File: src/rtl/turn_signal_input_ctrl.sv
// Driver-control conditioning ahead of the tail-light sequencer: synchronise,
// debounce, hazard push-on/push-off latch and left/right mutual exclusion.
module turn_signal_input_ctrl #(
  parameter int DEB_CYCLES = 4,
  parameter int CNT_W      = 8
) (
  input  logic clk,
  input  logic rst,
  input  logic stalk_l_raw,
  input  logic stalk_r_raw,
  input  logic haz_btn_raw,
  input  logic ign_raw,
  output logic lt,
  output logic rt,
  output logic haz,
  output logic stalk_fault
);

  localparam logic [0:0] HZ_OFF = 1'b0;
  localparam logic [0:0] HZ_ON  = 1'b1;

  localparam logic [CNT_W-1:0] DEB_LAST = CNT_W'(DEB_CYCLES - 1);
  localparam logic [CNT_W-1:0] CNT_ONE  = CNT_W'(1);

  // Bit order: 0 = left stalk, 1 = right stalk, 2 = hazard button, 3 = ignition
  logic [3:0] raw_vec;
  logic [3:0] s1_q;
  logic [3:0] s2_q;

  logic [2:0]       stable_q;
  logic [2:0]       stable_d;
  logic [CNT_W-1:0] cnt_q [3];
  logic [CNT_W-1:0] cnt_d [3];

  logic [0:0] hz_state_q;
  logic [0:0] hz_state_d;
  logic       haz_rise;

  assign raw_vec = {ign_raw, haz_btn_raw, stalk_r_raw, stalk_l_raw};

  // A mismatch must persist for DEB_CYCLES consecutive edges before the
  // stable value flips; any return to the stable value restarts the count.
  always_comb begin
    stable_d = stable_q;
    for (int i = 0; i < 3; i++) begin
      cnt_d[i] = cnt_q[i];
      if (s2_q[i] == stable_q[i]) begin
        cnt_d[i] = '0;
      end else if (cnt_q[i] == DEB_LAST) begin
        stable_d[i] = s2_q[i];
        cnt_d[i]    = '0;
      end else begin
        cnt_d[i] = cnt_q[i] + CNT_ONE;
      end
    end
  end

  // Toggle on the same edge the debounced button goes high.
  assign haz_rise   = stable_d[2] & ~stable_q[2];
  assign hz_state_d = haz_rise ? ~hz_state_q : hz_state_q;

  always_ff @(posedge clk or negedge rst) begin
    if (!rst) begin
      s1_q       <= '0;
      s2_q       <= '0;
      stable_q   <= '0;
      hz_state_q <= HZ_OFF;
      for (int i = 0; i < 3; i++) begin
        cnt_q[i] <= '0;
      end
    end else begin
      s1_q       <= raw_vec;
      s2_q       <= s1_q;
      stable_q   <= stable_d;
      hz_state_q <= hz_state_d;
      for (int i = 0; i < 3; i++) begin
        cnt_q[i] <= cnt_d[i];
      end
    end
  end

  assign haz         = (hz_state_q == HZ_ON);
  assign stalk_fault = stable_q[0] & stable_q[1];
  assign lt          = s2_q[3] & stable_q[0] & ~stable_q[1] & ~haz;
  assign rt          = s2_q[3] & stable_q[1] & ~stable_q[0] & ~haz;

endmodule

File: config.mk
export PLATFORM = sky130hd
export DESIGN_NAME = turn_signal_input_ctrl
export DESIGN_NICKNAME = d
export VERILOG_FILES = /design/src/rtl/turn_signal_input_ctrl.sv
export SDC_FILE = /design/constraint.sdc
export NUM_CORES = 1
export LEC_CHECK = 0
export CAP_MARGIN = 40
export CORE_MARGIN = 5
export CORE_UTILIZATION = 60
export CTS_BUF_LIST = sky130_fd_sc_hd__clkbuf_4 sky130_fd_sc_hd__clkbuf_8
export DETAILED_ROUTE_END_ITERATION = 6
export GPL_TIMING_DRIVEN = 0
export PLACE_DENSITY_LB_ADDON = 0.1
export SLEW_MARGIN = 20
export SYNTH_ARGS = -nofsm -noshare
export SYNTH_HDL_FRONTEND = slang
export SYNTH_SLANG_ARGS = --single-unit
export TNS_END_PERCENT = 50
File: constraint.sdc
create_clock -name clk -period 2.18 [get_ports clk]
set_clock_uncertainty 0.2 [all_clocks]
set_input_delay 0.218 -clock clk [delete_from_list [all_inputs] [get_ports clk]]
set_output_delay 0.218 -clock clk [all_outputs]
set_load 0.005 [all_outputs]
## Word level (Yosys, flattened, before mapping)

Index checks and enable logic that the tools add are counted.

- Bitwise logic cells: 14
- Equal/unequal tests: 6
- Muxes and demuxes: 8
- Add/sub/neg operators: 3
- Reduce and logical (&&, ||, !) cells: 2

Operators by type and width:

| kind | count |
|---|---|
| $mux 8 | 6 |
| $add 8x1->8 const B | 3 |
| $eq 8x2->1 const B | 3 |
| $and 1x1->1 | 8 |
| $not 1->1 | 6 |
| $reduce_and 2->1 | 2 |
| $eq 1x1->1 | 3 |
| $mux 1 | 2 |

- Input port bits: 6
- Output and inout bits: 4
- Bits in registers: 36

## Logic depth before layout (Yosys ltp)

- Word-level depth: 4
- Depth in mapped cells: 4
- Gate-level depth less buffers: 4

## Least setup slack after synthesis

No wires, ideal clock.

- Path type: register to register
- Start point: register cnt_q[16] (netlist bit)
- End point: register stable_q[0]
- Arrival: 1.537 ns
- Period minus slack after synthesis: 1.862 ns
- Setup time: 0.125 ns
- Slack: 0.318 ns
- Required time: 1.855 ns
- Buffers on the path: 0
- Stages on the path, launching flop included: 5
- Cells stage by stage: dfrtp_1 > ha_1 > or4b_4 > nor4_2 > mux2_2

- Longest elaborated chain between the ends: 2

Ends and longest elaborated chain:

| item | RTL line | source |
|---|---|---|
| start: declaration | 32 | `logic [CNT_W-1:0] cnt_q [3];` |
| start signal: indexed assignment | 77 | `cnt_q[i] <= cnt_d[i];` |
| $eq 8x2->1 | 49 | `end else if (cnt_q[i] == DEB_LAST) begin` |
| $reduce_and 2->1 (no line) | n/a |  |
| end signal: assignment | 74 | `stable_q <= stable_d;` |
| end: declaration | 30 | `logic [2:0] stable_q;` |

No other way between the ends.
A chain may end at the register's enable or synchronous reset.

## Worst setup path after layout

- Start point: register stable_q[1]
- End point: output lt

- Longest elaborated chain between the ends: 3

Ends and longest elaborated chain:

| item | RTL line | source |
|---|---|---|
| $not 1->1 | 84 | `assign lt = s2_q[3] & stable_q[0] & ~stable_q[1] & ~haz;` |
| $and 1x1->1 (2 in a row) | 84 |  |
| end: declaration | 13 | `output logic lt,` |

No other way between the ends.

==> flow_metrics.py <==
metrics = {
    "drt": {
        "routed_wirelength_um": 2560,
        "vias": 1069,
        "ant_nets": 0,
        "drt_first_pass_iters": 4,
        "drc": 0,
        "wl_per_cell_um": 13.3,
        "via_per_inst": 5.57,
        "drtIter0Drc": 35,
    },
    "status": {
        "status": "finished, final reports clean",
    },
    "power_and_ir_drop": {
        "vdd_drop_max_mv": 0.954,
        "power_frac_seq": 0.483,
        "leakagePower_nw": 0.800,
        "swShare": 0.307,
        "power-per-cell-area_nw_per_um2": 1010,
        "total_power_mw": 1.88,
        "clock_power_share": 0.277,
        "p_int_mw": 1.30,
        "power_switching_mw": 0.578,
        "p_comb_frac": 0.240,
    },
    "synth": {
        "syn-num-nets": 155,
        "netlist_area_sq_um": 1610,
        "yosysUniqueCellTypes": 25,
        "ys_warn_count": 0,
        "synthCells": 143,
        "post_synth_xor_area_fraction": 0.0709,
        "synth-adder-area-share": 0.0468,
        "syn-mean-instance-area_sq_um": 11.2,
        "ys_ff_latch": 36,
        "synth_top_family_by_area": "simple AND/OR/NAND/NOR gates",
        "synth_seq_area_share": 0.561,
        "muxShareOfSynthArea": 0.0140,
        "synth_compound_area_frac": 0.0865,
        "synthSimpleGateAreaFrac": 0.200,
    },
    "global_routing": {
        "grt_pass1_vias": 1107,
        "grt_usage": 0.172,
        "antenna_found_initial": 0,
        "grt_max_degree": 28,
        "overflow": 0,
        "grt_pass1_wl_um": 4670,
    },
    "floorplan": {
        "coreArea_sq_um": 2520,
        "dieHeight_um": 61.7,
        "rows": 18,
        "start_util": 0.636,
        "pin_count": 10,
        "die_area_sq_um": 3810,
        "die_w_um": 61.7,
    },
    "timing": {
        "slew-limit-headroom": 0.655,
        "max_freq_mhz": 481,
        "finalCritPeriodShare": 0.953,
        "hold_viol_final": 0,
        "fin_crit_ns": 2.08,
        "rsz0062_at_grt": "false",
        "setup_viol": 0,
        "tightest_slew_ns": 0.515,
        "maxSlewViolCount": 0,
        "setup_tns_ns": 0,
        "fin_hold_ws_ns": 0.0729,
    },
    "setup_path": {
        "cp.required_ns": 1.76,
        "cp_cell_sequence": "nor4bb_1 -> clkdlybuf4s50_1",
        "cp_max_fo": 5,
        "startpoint_type": "flip-flop",
        "critical_path_class": "flip-flop to primary output",
        "crit_slowest_cell": "clkdlybuf4s50_1",
        "cp-end-kind": "primary output",
        "arrival_ns": 1.66,
        "critPathMaxStageDelay_ns": 0.57,
    },
    "finish": {
        "area_growth_pct": 15.4,
        "n_fill_cell": 175,
        "num-nets-final": 173,
        "postLayoutCellArea_sq_um": 1850,
        "final_util": 0.735,
        "diodes": 0,
        "final_cell_mix": "dfrtp_1 (36), nor2_1 (15), nand3_1 (13)",
        "drive_above_1_share": 0.105,
        "final_common_cell": "dfrtp_1",
    },
    "clock_tree": {
        "htreeDepth": 2,
        "clock_sinks": 36,
        "cts_root_buffer": "clkbuf_4",
        "cts_resized": 0,
        "cts_tree": "built",
        "numCtsBuffers": 5,
        "clock_path_buffers": 2,
        "insertion_delay_ns": 0.34,
        "post_cts_buffers": 0,
        "clk_pin_slew_worst_paths_ns": 0.11,
    },
    "min_path": {
        "min_path_type": "input port to async pin",
    },
    "placed_design": {
        "placed_area_sq_um": 1750,
        "dpl.hpwl_um": 1850,
        "numPortBuffers": 9,
        "place_congestion": 0.842,
    },
    "flow_run": {
        "cap_violations": 0,
    },
}
==> kinds of logic (layout without fill, tap and decap cells) <==
group / count (synthesis) / after routing
xor+xnor: 13 / 13
buf+inv: 7 / 26
fa+ha+maj: 6 / 6
compound gates: 22 / 22
simple gates: 57 / 57
flops: 36 / 36
mux: 2 / 2
==> critical path, delay by kind of cell, from the launching register on <==
kind | cells | cell delay [ns]
flops | 1 | 0.44
buf+inv | 1 | 0.57
simple gates | 1 | 0.32
==> sequential cells by signal, indices dropped and copies added (netlist names) <==
signal	cells
cnt_q	24
s2_q	4
haz	1
s1_q	4
stable_q	3
==> metrics by stage <==
stage / setup slack (ns) / std cells
finish: 0.102 / 192
global route: 0.00895 / 192
CTS: 0.0853 / 192
detailed placement: 0.161 / 183
global placement: -0.0196 / 182
floorplan: 0.318 / 143
==> synth_stat cells <==
cell	instances	area [sq um]
xnor2_1	5	43.8
nand4_1	3	18.8
o21ai_0	10	50.1
or3_1	10	62.6
buf_6	1	11.3
xor2_1	8	70.1
mux2_2	2	22.5
a21oi_1	9	45.0
dfrtp_1	36	901
nor4b_1	2	17.5
o21ai_2	1	8.76
nand4b_1	1	8.76
nor4_2	1	12.5
nor2_1	15	56.3
nor3_1	2	10.0
ha_1	6	75.1
or4b_1	1	10.0
a21o_1	1	7.51
or4b_4	1	13.8
inv_1	6	22.5
nand2_1	5	18.8
o41ai_4	1	27.5
nor4bb_1	2	20.0
and2_1	1	6.26
nand3_1	13	65.1
==> path summary, 6_finish.rpt <==
path                             startpoint         to  slack (ns)  cells past startpoint
worst max-delay path            stable_q[1]         lt        0.10                      2
worst min-delay path                    rst  cnt_q[21]        0.07                      2
worst max register to register    cnt_q[16]  cnt_q[22]        0.17                      4
worst min register to register      s1_q[3]    s2_q[3]        0.16                      0
max in group asynchronous               rst   cnt_q[1]        1.29                      3
min in group clk                stalk_r_raw    s1_q[1]        0.11                      1
==> power by group through the flow <==
| stage | Combinational (mW) | Sequential, mW | Clock [mW] |
|---|---|---|---|
| floorplan | 0.323 | 0.887 | 0 |
| global placement | 0.437 | 0.911 | 0 |
| detailed placement | 0.456 | 0.920 | 0 |
| CTS | 0.457 | 0.908 | 0.532 |
| global route | 0.506 | 0.926 | 0.564 |
| finish | 0.451 | 0.909 | 0.521 |
==> cell type report <==
cell class                 count  area [sq um]  share of cell area
inverter                       6          22.5              0.0122
sequential                    36           901               0.486
timing repair buffer          11           115              0.0621
clock inverter                 1          30.0              0.0162
tap                           30          37.5              0.0203
multi-input combinational    100           671               0.362
clock buffer                   7          65.1              0.0351
buffer                         1          11.3             0.00608
==> layer usage <==
metal | vias to the layer above | wire, um | global-route usage
met1 | 507 | 1110 | 0.189
met5 | - | 0 | 0
met3 | 7 | 81 | 0.0455
li1 | 541 | - | -
met4 | 0 | 54 | 0.0879
met2 | 14 | 1320 | 0.303
==> repair_timing <==
item / 4_1_cts / 5_1_grt
hold endpoints to repair: 36 / 0
hold buffers: 1 / 0
setup endpoints to repair: 0 / 0
No activity file was read; power rests on OpenSTA's default activity.
